### config.mk
export PLATFORM = sky130hd
export DESIGN_NAME = serdes_tx_framer_flat
export DESIGN_NICKNAME = d
export VERILOG_FILES = /design/src/rtl/serdes_tx_framer_if.sv /design/src/rtl/serdes_tx_framer.sv /design/src/flat_wrapper.sv
export SDC_FILE = /design/constraint.sdc
export NUM_CORES = 1
export LEC_CHECK = 0
export ABC_AREA = 1
export CORE_MARGIN = 3
export CORE_UTILIZATION = 50
export DETAILED_ROUTE_END_ITERATION = 10
export HOLD_SLACK_MARGIN = 0.05
export PLACE_DENSITY = 0.71
export SKIP_CTS_REPAIR_TIMING = 1
export SLEW_MARGIN = 20
export SYNTH_ARGS = -nofsm -noshare
export SYNTH_HDL_FRONTEND = slang
export SYNTH_SLANG_ARGS = --single-unit
### constraint.sdc
create_clock -name clk -period 1.7 [get_ports clk]
set_input_delay 0.255 -clock clk [delete_from_list [all_inputs] [get_ports clk]]
set_output_delay 0.255 -clock clk [all_outputs]
set_load 0.01 [all_outputs]
### src/rtl/serdes_tx_framer_if.sv
// Parallel-word valid/ready handshake into the SERDES transmit framer.
// The master (upstream) drives data/valid; the framer answers with ready.
interface serdes_tx_framer_if;
    logic [7:0] tx_data;
    logic       tx_valid;
    logic       tx_ready;

    modport master (
        output tx_data,
        output tx_valid,
        input  tx_ready
    );

    modport slave (
        input  tx_data,
        input  tx_valid,
        output tx_ready
    );
endinterface

### src/rtl/serdes_tx_framer.sv
// Transmit framer: buffers one parallel word and shifts it out as a 10-bit
// start/data(LSB first)/stop frame, each bit held for CLKS_PER_BIT clocks.
module serdes_tx_framer #(
    parameter int unsigned CLKS_PER_BIT = 4
) (
    input  logic                clk,
    input  logic                ResetN,
    serdes_tx_framer_if.slave   tx,
    output logic                ser_out,
    output logic                busy,
    output logic [3:0]          bits_left,
    output logic                frame_done
);

    typedef enum logic [0:0] {StIdle, StShift} state_e;

    localparam logic [15:0] BaudLast = 16'(CLKS_PER_BIT - 1);

    state_e      state_q, state_d;
    logic [7:0]  hold_q, hold_d;
    logic        hold_full_q, hold_full_d;
    logic [9:0]  shift_q, shift_d;
    logic [15:0] baud_q, baud_d;
    logic [3:0]  bits_left_q, bits_left_d;
    logic        ser_q, ser_d;
    logic        busy_q, busy_d;

    logic accept;
    logic bit_end;
    logic start_frame;

    assign tx.tx_ready = ~hold_full_q;
    assign accept      = tx.tx_valid & ~hold_full_q;
    assign bit_end     = (baud_q == BaudLast);

    always_comb begin
        state_d     = state_q;
        hold_d      = hold_q;
        hold_full_d = hold_full_q;
        shift_d     = shift_q;
        baud_d      = baud_q;
        bits_left_d = bits_left_q;
        ser_d       = ser_q;
        busy_d      = busy_q;
        start_frame = 1'b0;

        // Accept and load are exclusive: loading needs hold_full, accepting needs it clear.
        if (accept) begin
            hold_d      = tx.tx_data;
            hold_full_d = 1'b1;
        end

        unique case (state_q)
            StIdle: begin
                start_frame = hold_full_q;
            end
            StShift: begin
                if (!bit_end) begin
                    baud_d = baud_q + 16'd1;
                end else if (bits_left_q != 4'd0) begin
                    shift_d     = {1'b1, shift_q[9:1]};
                    ser_d       = shift_q[1];
                    bits_left_d = bits_left_q - 4'd1;
                    baud_d      = 16'd0;
                end else if (hold_full_q) begin
                    start_frame = 1'b1;
                end else begin
                    state_d     = StIdle;
                    ser_d       = 1'b1;
                    busy_d      = 1'b0;
                    bits_left_d = 4'd0;
                    baud_d      = 16'd0;
                end
            end
            default: begin
                state_d = StIdle;
            end
        endcase

        if (start_frame) begin
            shift_d     = {1'b1, hold_q, 1'b0};
            ser_d       = 1'b0;
            bits_left_d = 4'd9;
            baud_d      = 16'd0;
            state_d     = StShift;
            busy_d      = 1'b1;
            hold_full_d = 1'b0;
        end
    end

    always_ff @(posedge clk or negedge ResetN) begin
        if (!ResetN) begin
            state_q     <= StIdle;
            hold_q      <= 8'd0;
            hold_full_q <= 1'b0;
            shift_q     <= '1;
            baud_q      <= 16'd0;
            bits_left_q <= 4'd0;
            ser_q       <= 1'b1;
            busy_q      <= 1'b0;
        end else begin
            state_q     <= state_d;
            hold_q      <= hold_d;
            hold_full_q <= hold_full_d;
            shift_q     <= shift_d;
            baud_q      <= baud_d;
            bits_left_q <= bits_left_d;
            ser_q       <= ser_d;
            busy_q      <= busy_d;
        end
    end

    assign ser_out    = ser_q;
    assign busy       = busy_q;
    assign bits_left  = bits_left_q;
    assign frame_done = (state_q == StShift) && (bits_left_q == 4'd0) && bit_end;

endmodule

### src/flat_wrapper.sv
// flat-port wrapper written by rule: the top's interface ports become plain ports
module serdes_tx_framer_flat 
#(
    parameter int unsigned CLKS_PER_BIT = 4
)
  (clk, ResetN, ser_out, busy, bits_left, frame_done, tx_tx_data, tx_tx_valid, tx_tx_ready);
  serdes_tx_framer_if tx_i ();
  input  logic clk;
  input  logic ResetN;
  output logic ser_out;
  output logic busy;
  output logic [3:0] bits_left;
  output logic frame_done;
  input wire logic [$bits(tx_i.tx_data)-1:0] tx_tx_data;
  input wire logic [$bits(tx_i.tx_valid)-1:0] tx_tx_valid;
  output wire logic [$bits(tx_i.tx_ready)-1:0] tx_tx_ready;
  assign tx_i.tx_data = tx_tx_data;
  assign tx_i.tx_valid = tx_tx_valid;
  assign tx_tx_ready = tx_i.tx_ready;
  serdes_tx_framer #(.CLKS_PER_BIT(CLKS_PER_BIT)) u_core (.clk(clk), .ResetN(ResetN), .tx(tx_i), .ser_out(ser_out), .busy(busy), .bits_left(bits_left), .frame_done(frame_done));
endmodule
==> flow_summary_export.csv, run 1 <==
group,metric,value,unit
sta,finalCriticalPeriod,1.787,ns
critical_path,worstPathRequired,1.44,ns
global_route,grt_pass1_vias,1718,
critical_path,cpPeakStageDelay,0.36,ns
place,place_hpwl,3403,µm
critical_path,end_kind,"output pin",
logic_synthesis,synth_xor_area_frac,0.02017,
clock_network,clk_latency,0.30,ns
finish,n_fill_cell,333,
sta,finClkSkew,0.01025,ns
global_route,grt_usage,0.1951,
sta,layout_setup_ws,-0.08652,ns
global_route,antenna_found_initial,0,
logic_synthesis,synth_compound_area_frac,0.05245,
finish,multi_input_area,1120,µm²
flow_run,maxCapViolCount,0,
place,place_congestion,0.9320,
global_route,grt_overflow,0,
drt,wire_per_inst,12.93,µm
place,pre_cts_slack,-0.2679,ns
clock_network,cts_sinks,40,
logic_synthesis,synth_cells,266,
critical_path,cp-start-kind,"flop",
logic_synthesis,synth.lib_cells_used.distinct,30,
drt,vias,1995,
hold_path,min_path_type,"reg2reg",
critical_path,crit_path_max_fanout,2,
finish,drive_gt1_frac,0.2900,
logic_synthesis,synth_edf_count,0,
floorplanning,die_w,71.89,µm
logic_synthesis,synth-seq-cells,40,
sta,slew_headroom,0.6318,
clock_network,path_clk_slew,0.08,ns
critical_path,worstSetupPathType,"reg2out",
critical_path,regToRegSetupSlack,-0.04,ns
logic_synthesis,syn_avg_cell_area,8.161,µm²
finish,final_nets,344,
pwr,peakVddDrop,0.0007379,V
logic_synthesis,synthFlopType,"dfrtp_1",
drt,avgViaCountPerCell,5.236,
clock_network,clk_path_buf_depth,2,
sta,fmax,559.7,MHz
sta,finalCritPeriodShare,1.051,
logic_synthesis,synth-simple-area-share,0.3660,
finish,layout_common_cells,"nand2_1 (80), buf_4 (36), dfrtp_1 (31)",
sta,worstMarginPinSlew,0.5481,ns
logic_synthesis,synthArstFlopShare,1.000,
critical_path,critPathTopFamily,"simple AND/OR/NAND/NOR gates",
drt,antenna_left,0,
place,port_buffers,18,
clock_network,cts_buffers,5,
drt,finalWirelength,4927,µm
logic_synthesis,yosys-mux-area-fraction,0.03631,
finish,antennaDiodeCount,0,
drt,initialDrtViolationCount,136,
global_route,grt_start_max_net_pins,41,
sta,slew_viol_final,0,
clock_network,cts_tree,"done",
logic_synthesis,synthAdderAreaFrac,0.01729,
pwr,power_density,1409,nW/µm²
floorplanning,core_area,4086,µm²
pwr,p_leak,1.417,nW
critical_path,cp_num_buf_inv,2,
finish,syn2layout_area_growth,31.47,%
sta,rsz0062_at_grt,"yes",
floorplanning,dieHeight,71.89,µm
status,status,"complete, but fails checks",
logic_synthesis,synth-seq-area-share,0.4663,
drt,dr.pass1.iters,4,
clock_network,root_buffer,"clkbuf_8",
sta,hold_viol,0,
finish,regArea,1012,µm²
logic_synthesis,synth_nets,280,
critical_path,crit_slowest_cell,"dfrtp_1",
floorplanning,io_pins,19,
floorplanning,rows,23,
logic_synthesis,synth_top_family_by_area,"simple AND/OR/NAND/NOR gates",
sta,hold_ws,0.4709,ns
logic_synthesis,netlist_area,2171,µm²
finish,mostFrequentLayoutCell,"nand2_1",
floorplanning,dieArea,5168,µm²
logic_synthesis,yosys_warnings,0,
global_route,grt_pass1_wl,7879,µm
critical_path,crit_chain,"ha_2 -> inv_2 -> nor2_2 -> nand2_2 -> nor2_4 -> nand2_4 -> nor3_4 -> buf_2",
drt,drc,0,
status,violations,"negative setup slack",
clock_network,ctsHtreeMaxLevel,2,
critical_path,worstPathArrival,1.53,ns
sta,setup_viol,17,
floorplanning,initial_core_util,0.5312,
-- synth_stat cells, types with 4 or more instances --
library cell	count	area share
nand2_1	86	0.15
dfrtp_1	31	0.36
nand3_1	29	0.067
nor2_1	27	0.047
inv_1	17	0.029
dfstp_2	9	0.11
mux2_2	7	0.036
o21ai_0	7	0.016
a21oi_1	6	0.014
nor3_1	5	0.012
inv_2	4	0.0069
nand2_4	4	0.021
xor2_1	4	0.016
-- kinds of logic after synthesis --
kind of cell,after synthesis
adders and majority gates,3
xor gates and xnor gates,5
AOI/OAI and AO/OA,19
DFF,40
and+or+nand+nor,170
muxes,7
buffers and inverters,22
-- final timing paths --
check                                        startpoint                               to  cells past startpoint
setup / recovery           u_core.baud_q[0]$_DFFE_PN0P_                       frame_done                      8
hold / removal                  u_core.busy$_DFFE_PN0P_          u_core.busy$_DFFE_PN0P_                      2
setup reg to reg           u_core.baud_q[0]$_DFFE_PN0P_     u_core.baud_q[4]$_DFFE_PN0P_                     10
hold reg to reg                 u_core.busy$_DFFE_PN0P_          u_core.busy$_DFFE_PN0P_                      2
max in group asynchronous                        ResetN    u_core.shift_q[7]$_DFFE_PN1P_                      3
min in group asynchronous                        ResetN  u_core.bits_left[1]$_DFFE_PN0P_                      3
-- state kept, by name, summed over array words and instances (netlist names) --
signal and flops:
u_core.hold_q 8, u_core.baud_q 16, u_core.ser_out 1, u_core.shift_q 8
u_core.state_q 1, u_core.bits_left 4, u_core.busy 1, u_core.hold_full_q 1
-- worst reg2reg max path, delay by kind of cell (launching register included) --
| kind | cells | cell delay [ns] |
|---|---|---|
| simple gates | 5 | 0.42 |
| compound gates | 1 | 0.26 |
| buf+inv | 3 | 0.39 |
| fa+ha+maj | 1 | 0.20 |
| flops | 1 | 0.36 |
-- power by group --
group          internal [mW]  switching [mW]  leakage (nW)
Combinational          0.930           0.944         0.892
Clock                  0.287           0.346        0.0412
Sequential              1.34           0.179         0.484
Total                   2.55            1.47          1.42
-- layer usage --
layer,vias to the layer above,track usage,part of all wire
li1,997,-,-
met1,943,0.2780,0.47
met2,48,0.2878,0.47
met3,7,0.04848,0.048
met4,0,0.07516,0.014
met5,-,0,0
-- stage by stage --
step | power [mW] | utilization | setup TNS, ns | instances | cell area (µm²)
after floorplan | 2.515 | - | 0 | 266 | 2171
after CTS | 3.860 | 0.6693 | -0.6157 | 373 | 2735
final | 4.023 | 0.6984 | -0.3799 | 381 | 2854
after detailed placement | 3.216 | 0.6485 | -0.2679 | 365 | 2650
after global placement | 3.154 | 0.6485 | -0.2358 | 365 | 2650
after global routing | 4.320 | 0.6984 | -2.647 | 381 | 2854
-- final cells by class --
| class | count | area share |
|---|---|---|
| multi-input cells | 204 | 0.3924 |
| flip-flops and latches | 40 | 0.3547 |
| repair buffers | 58 | 0.1736 |
| inverters | 21 | 0.02762 |
| clock buffers | 6 | 0.02543 |
| well taps | 50 | 0.02192 |
| clock inverters | 2 | 0.004384 |
(Power assumes the default switching activity.)
==> run 2, diff against run 1 <==
--- a/config.mk
+++ b/config.mk
@@ -9,8 +9,8 @@
 export CORE_MARGIN = 3
 export CORE_UTILIZATION = 50
 export DETAILED_ROUTE_END_ITERATION = 10
+export DONT_BUFFER_PORTS = 1
 export HOLD_SLACK_MARGIN = 0.05
-export PLACE_DENSITY = 0.71
 export SKIP_CTS_REPAIR_TIMING = 1
 export SLEW_MARGIN = 20
 export SYNTH_ARGS = -nofsm -noshare
==> run 2 against run 1 <==
Effect of this change: the flow still finishes with violations (negative setup slack); design area decreased by 11%; critical path depth unchanged; register-to-register slack got worse by 0.02 ns; die area unchanged; core utilization decreased by 7.7 points; global-route usage decreased by 0.62 points; total power decreased by 6.9%.
==> flow_summary_export.csv, run 2 (same netlist as run 1, synthesis figures left out) <==
group,metric,value,unit
status,status,"complete, but fails checks",
status,violations,"negative setup slack",
drt,finalWirelength,4711,µm
pwr,p_clk_frac,0.188,
drt,wire_per_inst,13.69,µm
global_route,grt_util_met2,0.2653,
finish,drive_gt1_frac,0.2653,
critical_path,crit_path_max_fanout,4,
pwr,swShare,0.3717,
finish,mostFrequentLayoutCell,"nand2_1",
global_route,grt_overflow,0,
clock_network,ctsHtreeMaxLevel,2,
sta,worstMarginPinSlew,0.4234,ns
finish,syn2layout_area_growth,17.00,%
clock_network,cts_tree,"done",
sta,hold_viol,0,
place,port_buffers,0,
finish,final_nets,307,
pwr,p_leak,1.247,nW
floorplanning,initial_core_util,0.5312,
sta,setup_viol,9,
pwr,power_density,1475,nW/µm²
finish,antennaDiodeCount,0,
sta,layout_setup_ws,-0.1507,ns
finish,layout_common_cells,"nand2_1 (76), dfrtp_1 (31), nand3_1 (29)",
drt,antenna_left,0,
drt,initialDrtViolationCount,74,
pwr,pwr-share-comb,0.398,
clock_network,cts_buffers,5,
finish,largest_reg_flops,16,
critical_path,end_kind,"output pin",
drt,drc,0,
sta,finClkSkew,0.005291,ns
sta,rsz0062_at_grt,"yes",
floorplanning,io_pins,19,
critical_path,cpPeakStageDelay,0.39,ns
clock_network,clk_path_buf_depth,2,
critical_path,worstPathRequired,1.44,ns
sta,fin_setup_tns,-0.4902,ns
global_route,grt_pass1_wl,7596,µm
floorplanning,rows,23,
flow_run,maxCapViolCount,0,
pwr,seq_power_share,0.414,
global_route,grt_start_max_net_pins,41,
drt,vias,1791,
sta,fmax,540.3,MHz
critical_path,reg2reg_from,"u_core.baud_q[1]$_DFFE_PN0P_",
place,place_inst,329,
critical_path,crit_slowest_cell,"dfrtp_1",
global_route,antenna_found_initial,0,
global_route,met1_usage,0.2848,
finish,instances_no_fill,344,
floorplanning,core_area,4086,µm²
hold_path,min_path_type,"in2reg",
critical_path,worstPathArrival,1.60,ns
hold_path,hp-start,"tx_tx_data[2]",
finish,n_fill_cell,367,
critical_path,cp-start-kind,"flop",
global_route,use_met3,0.04294,
finish,largest_register,"u_core.baud_q",
floorplanning,dieHeight,71.89,µm
clock_network,cts_sinks,40,
global_route,grt_usage,0.1889,
global_route,grt_pass1_vias,1621,
drt,avgViaCountPerCell,5.206,
pwr,p_sw,1.392,mW
pwr,p_int,2.354,mW
clock_network,clk_latency,0.30,ns
critical_path,crit_path_start,"u_core.baud_q[1]$_DFFE_PN0P_",
clock_network,root_buffer,"clkbuf_8",
finish,fin_util,0.6216,
sta,slew_headroom,0.7171,
drt,dr.pass1.iters,4,
floorplanning,dieArea,5168,µm²
global_route,grt.busiest_layer,"met1",
finish,biggestRegsByFlops,"u_core.baud_q: 16 flops, u_core.hold_q: 8 flops, u_core.shift_q: 8 flops",
sta,slew_viol_final,0,
floorplanning,die_w,71.89,µm
place,place_congestion,0.8746,
pwr,peakVddDrop,0.0007863,V
sta,finalCriticalPeriod,1.851,ns
critical_path,crit_chain,"ha_2 -> inv_2 -> nor2_2 -> nand2_2 -> nor2_4 -> nand2_4 -> nor3_4 -> buf_6",
pwr,power,3.746,mW
clock_network,path_clk_slew,0.08,ns
sta,finalCritPeriodShare,1.089,
place,place_hpwl,3225,µm
critical_path,worstSetupPathType,"reg2out",
-- run 2: cell types whose count changed in the layout (fill, tap and decap cells not counted), moves of 2 or more --
cell	change
buf_4	-18
clkdlybuf4s50_1	-15
nand2_2	+6
nand2_1	-4
buf_2	-2
clkbuf_8	+2
nand2_4	-2
-- run 2: path summary, 6_finish.rpt --
| kind | end | slack, ns | cells past startpoint |
|---|---|---|---|
| max | frame_done | -0.15 | 8 |
| min | u_core.hold_q[2]$_DFFE_PN0P_ | 0.10 | 1 |
| max reg2reg | u_core.shift_q[8]$_DFFE_PN1P_ | -0.06 | 12 |
| min reg2reg | u_core.shift_q[8]$_DFFE_PN1P_ | 0.47 | 2 |
| max in group asynchronous | u_core.shift_q[8]$_DFFE_PN1P_ | 1.03 | 2 |
| min in group asynchronous | u_core.baud_q[3]$_DFFE_PN0P_ | 0.41 | 2 |
-- run 2: worst max-delay path, delay by kind of cell, from the launching register on --
family / cells / cell delay [ns]
adder cells (fa/ha/maj): 1 / 0.21
AND/OR/NAND/NOR: 5 / 0.54
flip-flops: 1 / 0.39
buffers and inverters: 2 / 0.16
-- run 2: layer usage --
layer,share of wire,vias to the layer above
li1,-,912
met1,0.51,838
met2,0.43,36
met3,0.047,5
met4,0.016,0
met5,0,-
-- run 2: layout make-up --
| type | instances | area, µm² | share of cell area |
|---|---|---|---|
| clock buffers | 8 | 100.1 | 0.03941 |
| inverters | 21 | 78.83 | 0.03103 |
| flip-flops and latches | 40 | 1012 | 0.3985 |
| repair buffers | 21 | 176.4 | 0.06946 |
| well taps | 50 | 62.56 | 0.02463 |
| multi-input cells | 204 | 1110 | 0.4369 |
-- run 2: power by group through the flow --
stage	Combinational (mW)	Sequential, mW	Clock (mW)
2_1_floorplan	0.965	1.55	0
3_3_place_gp	1.30	1.55	0
3_5_place_dp	1.32	1.57	0
4_1_cts	1.33	1.55	0.723
5_1_grt	1.67	1.59	0.745
6_report	1.49	1.55	0.704
-- run 2: through the flow --
step                      cell area, µm²  hold WS, ns  worst slack [ns]
after floorplan                     2171     -0.04059            0.1919
after global placement              2327     -0.03965            0.1210
after detailed placement            2327     -0.03964           0.06754
after CTS                           2427      -0.3608           -0.2622
after global routing                2540      0.09614           -0.2030
final                               2540       0.1034           -0.1507
==> RTL change 1, RTL diff (config.mk and constraints of run 1) <==
Reset style: synchronous (`ResetN`), changed in one clocked block.
--- a/src/rtl/serdes_tx_framer.sv
+++ b/src/rtl/serdes_tx_framer.sv
@@ -88,7 +88,7 @@
         end
     end
 
-    always_ff @(posedge clk or negedge ResetN) begin
+    always_ff @(posedge clk) begin
         if (!ResetN) begin
             state_q     <= StIdle;
             hold_q      <= 8'd0;
Check against the original RTL: differs if ResetN is asserted again (counterexample within 4 cycles, from zero or initial values and one cycle with ResetN low); with ResetN held inactive, the same outputs for 10 cycles.
==> RTL change 1 against run 1 <==
Cell area grew 1.5%. Cell count grew 15%. Clock skew shrank 5.3 ps. Register-to-register slack gained 50 ps. Area after synthesis grew 2.0%. Sequential cell count is the same. Sequential share of layout area shrank 7.7 points. Count of clock-buffer cells in the layout is the same. Via count grew 13%. Worst setup slack gained 96 ps. Routed wire length grew 12%.
Power is not compared: it rests on default switching activity, and its combinational part moved more than twofold at a synthesized area within 25%.
==> RTL change 1: results (changes against run 1) <==
| Metric | Value |
|---|---|
| Global-route wire length before repair | 9.43 mm (+20%) |
| Vias in the first global route | 2084 (+21%) |
| Crit-path max FO | 8 (+6) |
| Flop2flop setup slack | 10 ps (+50 ps) |
| Main area contributors after synthesis | dfxtp_1, nand2_1, nor2_1 |
| Fillers | 371 (+11%) |
| R2R depth | 11 (+1) |
| Commonest cells in the synthesized netlist | nand2_1, dfxtp_1, nor2_1, inv_1, nand3_1 |
| # nets final | 401 (+17%) |
| Worst R2R Start | u_core.baud_q[0] |
| Pre-CTS setup slack | -48.4 ps (+219 ps) |
| Detailed Route Iter0 Violations | 161 (+18%) |
| Drt first pass iters | 5 (+1) |
| DR WL/cell | 12.5 um (-3.2%) |
| Largest net degree at the start of global routing | 20 (-51%) |
| Slew margin rel. | 69.9% (+6.7 points) |
| Slowest cell on crit path | dfxtp_2 |
| Clock Skews | 4.95 ps (-5.29 ps) |
| RR Endpoint | u_core.baud_q[2] |
| Total GRT Usage | 22.6% (+3.1 points) |
| RePlAce Congestion | 0.904 (-3.0%) |
| Post-synthesis net count | 341 (+22%) |
| Drt via density | 5.15 (-1.7%) |
| Synth cell types | 27 (-10%) |
| Layout cell share with drive strength beyond 1 | 25.1% (-3.9 points) |
| Status | finished clean |
| Hold WS | 453 ps (-17.8 ps) |
| Dpl hpwl | 3.96 mm (+16%) |
| Dpl cell area | 0.00269 mm^2 (+1.5%) |
| Sequential area share after synthesis | 36.2% (-10 points) |
| Worst Hold End | u_core.hold_q[3] |
RTL change 1: layout make-up:
type                       instances  area (um^2)  area share, %
multi-input combinational        244         1270           44.0
clock inverter                     2         15.0          0.518
tap                               50         62.6           2.16
inverter                          36          146           5.05
timing repair buffer              62          513           17.7
clock buffer                       6         82.6           2.85
sequential                        40          803           27.7
RTL change 1: tightest hold or removal path: stages, from the launching register on:
cell and delay [ps]:
dfxtp_1 300, inv_1 60, a21oi_1 50
RTL change 1: how the worst max path moves through the flow:
stage	start	to	slack, ps	depth (start not counted)
final	u_core.baud_q[0]	u_core.baud_q[2]	10	11
after global routing	u_core.baud_q[0]	u_core.baud_q[13]	-80	11
after CTS	u_core.baud_q[14]	frame_done	-380	6
after detailed placement	u_core.baud_q[14]	frame_done	-50	6
after global placement	u_core.baud_q[7]	frame_done	8	6
after floorplan	u_core.baud_q[1]	u_core.baud_q[0]	110	11
RTL change 1: metal layers:
metal / up-vias / track usage, % / part of all wire [%]
met5: - / 0 / 0
met4: 0 / 6.15 / 1.2
met3: 6 / 5.26 / 9.1
met2: 88 / 34.2 / 43
met1: 990 / 32.1 / 47
li1: 1180 / - / -
RTL change 1: report_power, final:
group,leakage [nW],total (mW),switching (mW),internal [mW]
registers,0.328,1.02,0.0275,0.996
logic,0.826,0.395,0.227,0.168
clock network,0.0434,0.678,0.350,0.329
RTL change 1: cell families (layout without fill, tap and decap cells):
| group | count (synthesis) | count (layout) | synth area share (%) |
|---|---|---|---|
| AO/OA/AOI/OAI | 49 | 49 | 13.0 |
| AND/OR/NAND/NOR | 189 | 189 | 39.3 |
| flip-flops | 40 | 40 | 36.2 |
| XOR/XNOR | 5 | 5 | 1.98 |
| buffers and inverters | 45 | 106 | 8.93 |
| adder cells (fa/ha/maj) | 1 | 1 | 0.565 |
==> RTL change 2, RTL diff (config.mk and constraints of run 1) <==
Made on the original files. Take the reset off `hold_q` and load it in a clocked block of its own.
--- a/src/rtl/serdes_tx_framer.sv
+++ b/src/rtl/serdes_tx_framer.sv
@@ -91,7 +91,6 @@
     always_ff @(posedge clk or negedge ResetN) begin
         if (!ResetN) begin
             state_q     <= StIdle;
-            hold_q      <= 8'd0;
             hold_full_q <= 1'b0;
             shift_q     <= '1;
             baud_q      <= 16'd0;
@@ -100,7 +99,6 @@
             busy_q      <= 1'b0;
         end else begin
             state_q     <= state_d;
-            hold_q      <= hold_d;
             hold_full_q <= hold_full_d;
             shift_q     <= shift_d;
             baud_q      <= baud_d;
@@ -110,6 +108,10 @@
         end
     end
 
+    always_ff @(posedge clk) begin
+        hold_q <= hold_d;
+    end
+
     assign ser_out    = ser_q;
     assign busy       = busy_q;
     assign bits_left  = bits_left_q;
Formal check against the unedited RTL: same outputs for any inputs over 10 cycles, from zero or initial values and one cycle with ResetN low; that may be too few to reach the edited logic, so the function may still have changed.
==> RTL change 2 against run 1 <==
The run still ends with negative setup slack left. Power fell by 14%. Area after synthesis shrank 2.0%. Routed wire length is 9.2% lower. Combinational power down 34%. Critical path depth unchanged. Sequential cell count unchanged. Hold slack worse by 130 ps. Cell area fell by 4.8%. Utilization is 2.9 points lower. Worst setup slack better by 72 ps.
==> RTL change 2: results (changes against run 1) <==
| Metric | Value |
|---|---|
| Status | finished, violations left |
| Failing checks | negative setup slack |
| Max stage delay on crit path | 370 ps |
| Sequential area share after synthesis | 49.4% (+2.8 points) |
| Drt first pass iters | 7 (+3) |
| Worst-margin pin slew | 410 ps (-138 ps) |
| Drt via density | 4.97 (-5.0%) |
| Detailed Route Iter0 Violations | 105 (-23%) |
| Buffers added on ports | 18 (unchanged) |
| Clock root buffer master | clkbuf_8 |
| Min setup slack post-route | -14.2 ps (+72.4 ps) |
| Dpl cell area | 0.00256 mm^2 (-3.5%) |
| Post-synthesis net count | 282 (+0.71%) |
| Global-route wire length before repair | 7.91 mm (+0.36%) |
| Crit-path max FO | 2 (unchanged) |
| Reg clk slew, reported paths | 80 ps (about the same) |
| CTS Buf Count | 5 (unchanged) |
| CTS H-tree lvls | 2 (unchanged) |
| CP arrival | 1460 ps (-70 ps) |
| Vias in the first global route | 1826 (+6.3%) |
| # nets final | 333 (-3.2%) |
| Slowest cell on crit path | dfrtp_1 |
| MaxCap Viol Count | 0 (unchanged) |
| Layout cell share with drive strength beyond 1 | 23.8% (-5.3 points) |
| Total GRT Usage | 19.8% (+0.29 points) |
| # diodes | 0 (unchanged) |
| Synthesis warning total | 0 (unchanged) |
| Clock Tree Buf Depth | 2 (unchanged) |
| Effective utilization at floorplan | 52.5% (-0.67 points) |
| Post-Route WL | 4.47 mm (-9.2%) |
| Largest net degree at the start of global routing | 33 (-20%) |
| Clock insertion delay at the later pin of the skew report | 300 ps (about the same) |
| RePlAce Congestion | 0.837 (-10%) |
| Top flop regs | u_core.baud_q (16), u_core.hold_q (8), u_core.shift_q (8) |
| Initial antenna violation count | 0 (unchanged) |
| Worst VDD drop | 0.875 mV (+19%) |
| Clock Skews | 4.37 ps (-5.88 ps) |
| Synth cell types | 31 (+3.3%) |
| # setup viols final | 1 (-16) |
| Post-synth ARST share | 80.0% (-20 points) |
| TNS Setup | -14.2 ps (+366 ps) |
| Hold WC Path Type | in -> async |
| Commonest cells in the synthesized netlist | nand2_1, inv_1, nand3_1, nor2_1, dfrtp_1 |
| Post-synth EDFFs | 8 (+8) |
| CP top delay family | simple AND/OR/NAND/NOR gates |
| Main area contributors after synthesis | dfrtp_1, nand2_1, edfxtp_1 |
| Pleak | 1.32 nW (-6.5%) |
| Flop2flop setup slack | 20 ps (+60 ps) |
| Dpl hpwl | 3.22 mm (-5.4%) |
| Fillers | 331 (-0.60%) |
==> RTL change 2: area by class of cell <==
| class | instances | area, um^2 | share of cell area, % |
|---|---|---|---|
| sequential | 40 | 1050 | 38.7 |
| multi-input combinational | 183 | 930 | 34.2 |
| timing repair buffer | 48 | 403 | 14.8 |
| inverter | 41 | 154 | 5.67 |
| clock buffer | 5 | 68.8 | 2.53 |
| tap | 50 | 62.6 | 2.30 |
| clock inverter | 3 | 46.3 | 1.70 |
==> RTL change 2: routing by layer <==
| metal | vias to the layer above | global-route usage [%] | wire [um] |
|---|---|---|---|
| li1 | 945 | - | - |
| met1 | 850 | 23.4 | 1920 |
| met2 | 37 | 34.8 | 2290 |
| met3 | 8 | 4.49 | 174 |
| met4 | 0 | 7.93 | 81 |
| met5 | - | 0 | 0 |
==> RTL change 2: worst register-to-register path: cells and delay by family, from the launching register on <==
| kind | cells | cell delay (ps) |
|---|---|---|
| AOI/OAI and AO/OA | 1 | 260 |
| adders and majority gates | 1 | 190 |
| buffers and inverters | 3 | 310 |
| DFF | 1 | 370 |
| and+or+nand+nor | 6 | 490 |
==> RTL change 2: metrics by stage <==
| stage | hold WS [ps] | instances | utilization (%) | setup slack [ps] | power (mW) |
|---|---|---|---|---|---|
| after floorplan | -40.6 | 268 | - | 194 | 2.13 |
| after global placement | 456 | 361 | 63.0 | -74.9 | 2.59 |
| after detailed placement | 461 | 361 | 63.0 | -96.2 | 2.63 |
| after CTS | 357 | 369 | 65.8 | -427 | 3.45 |
| after global routing | 381 | 370 | 66.9 | -91.8 | 3.72 |
| final | 337 | 370 | 66.9 | -14.2 | 3.45 |
==> RTL change 2: kinds of logic (layout without fill, tap and decap cells) <==
family	after synthesis	count (layout)	share of synthesized area [%]
buffers and inverters	45	97	8.76
DFF	40	40	49.4
and+or+nand+nor	158	158	33.5
xor gates and xnor gates	3	3	1.23
adders and majority gates	3	3	1.76
AOI/OAI and AO/OA	19	19	5.35
==> RTL change 2: path summary, 6_finish.rpt <==
kind                                endpoint             start  cells after the start
setup / recovery                  frame_done  u_core.baud_q[1]                      8
hold / removal              u_core.baud_q[3]            ResetN                      2
setup reg to reg           u_core.shift_q[5]  u_core.baud_q[1]                     11
hold reg to reg               u_core.ser_out    u_core.ser_out                      2
max in group asynchronous  u_core.shift_q[2]            ResetN                      2
min in group clk              u_core.ser_out    u_core.ser_out                      2
==> RTL change 2: where the power goes <==
part           leakage [nW]  internal, mW  switching [mW]
Combinational         0.806         0.578           0.649
Clock                0.0548         0.442           0.355
Sequential            0.464          1.30           0.129
Total                  1.32          2.32            1.13
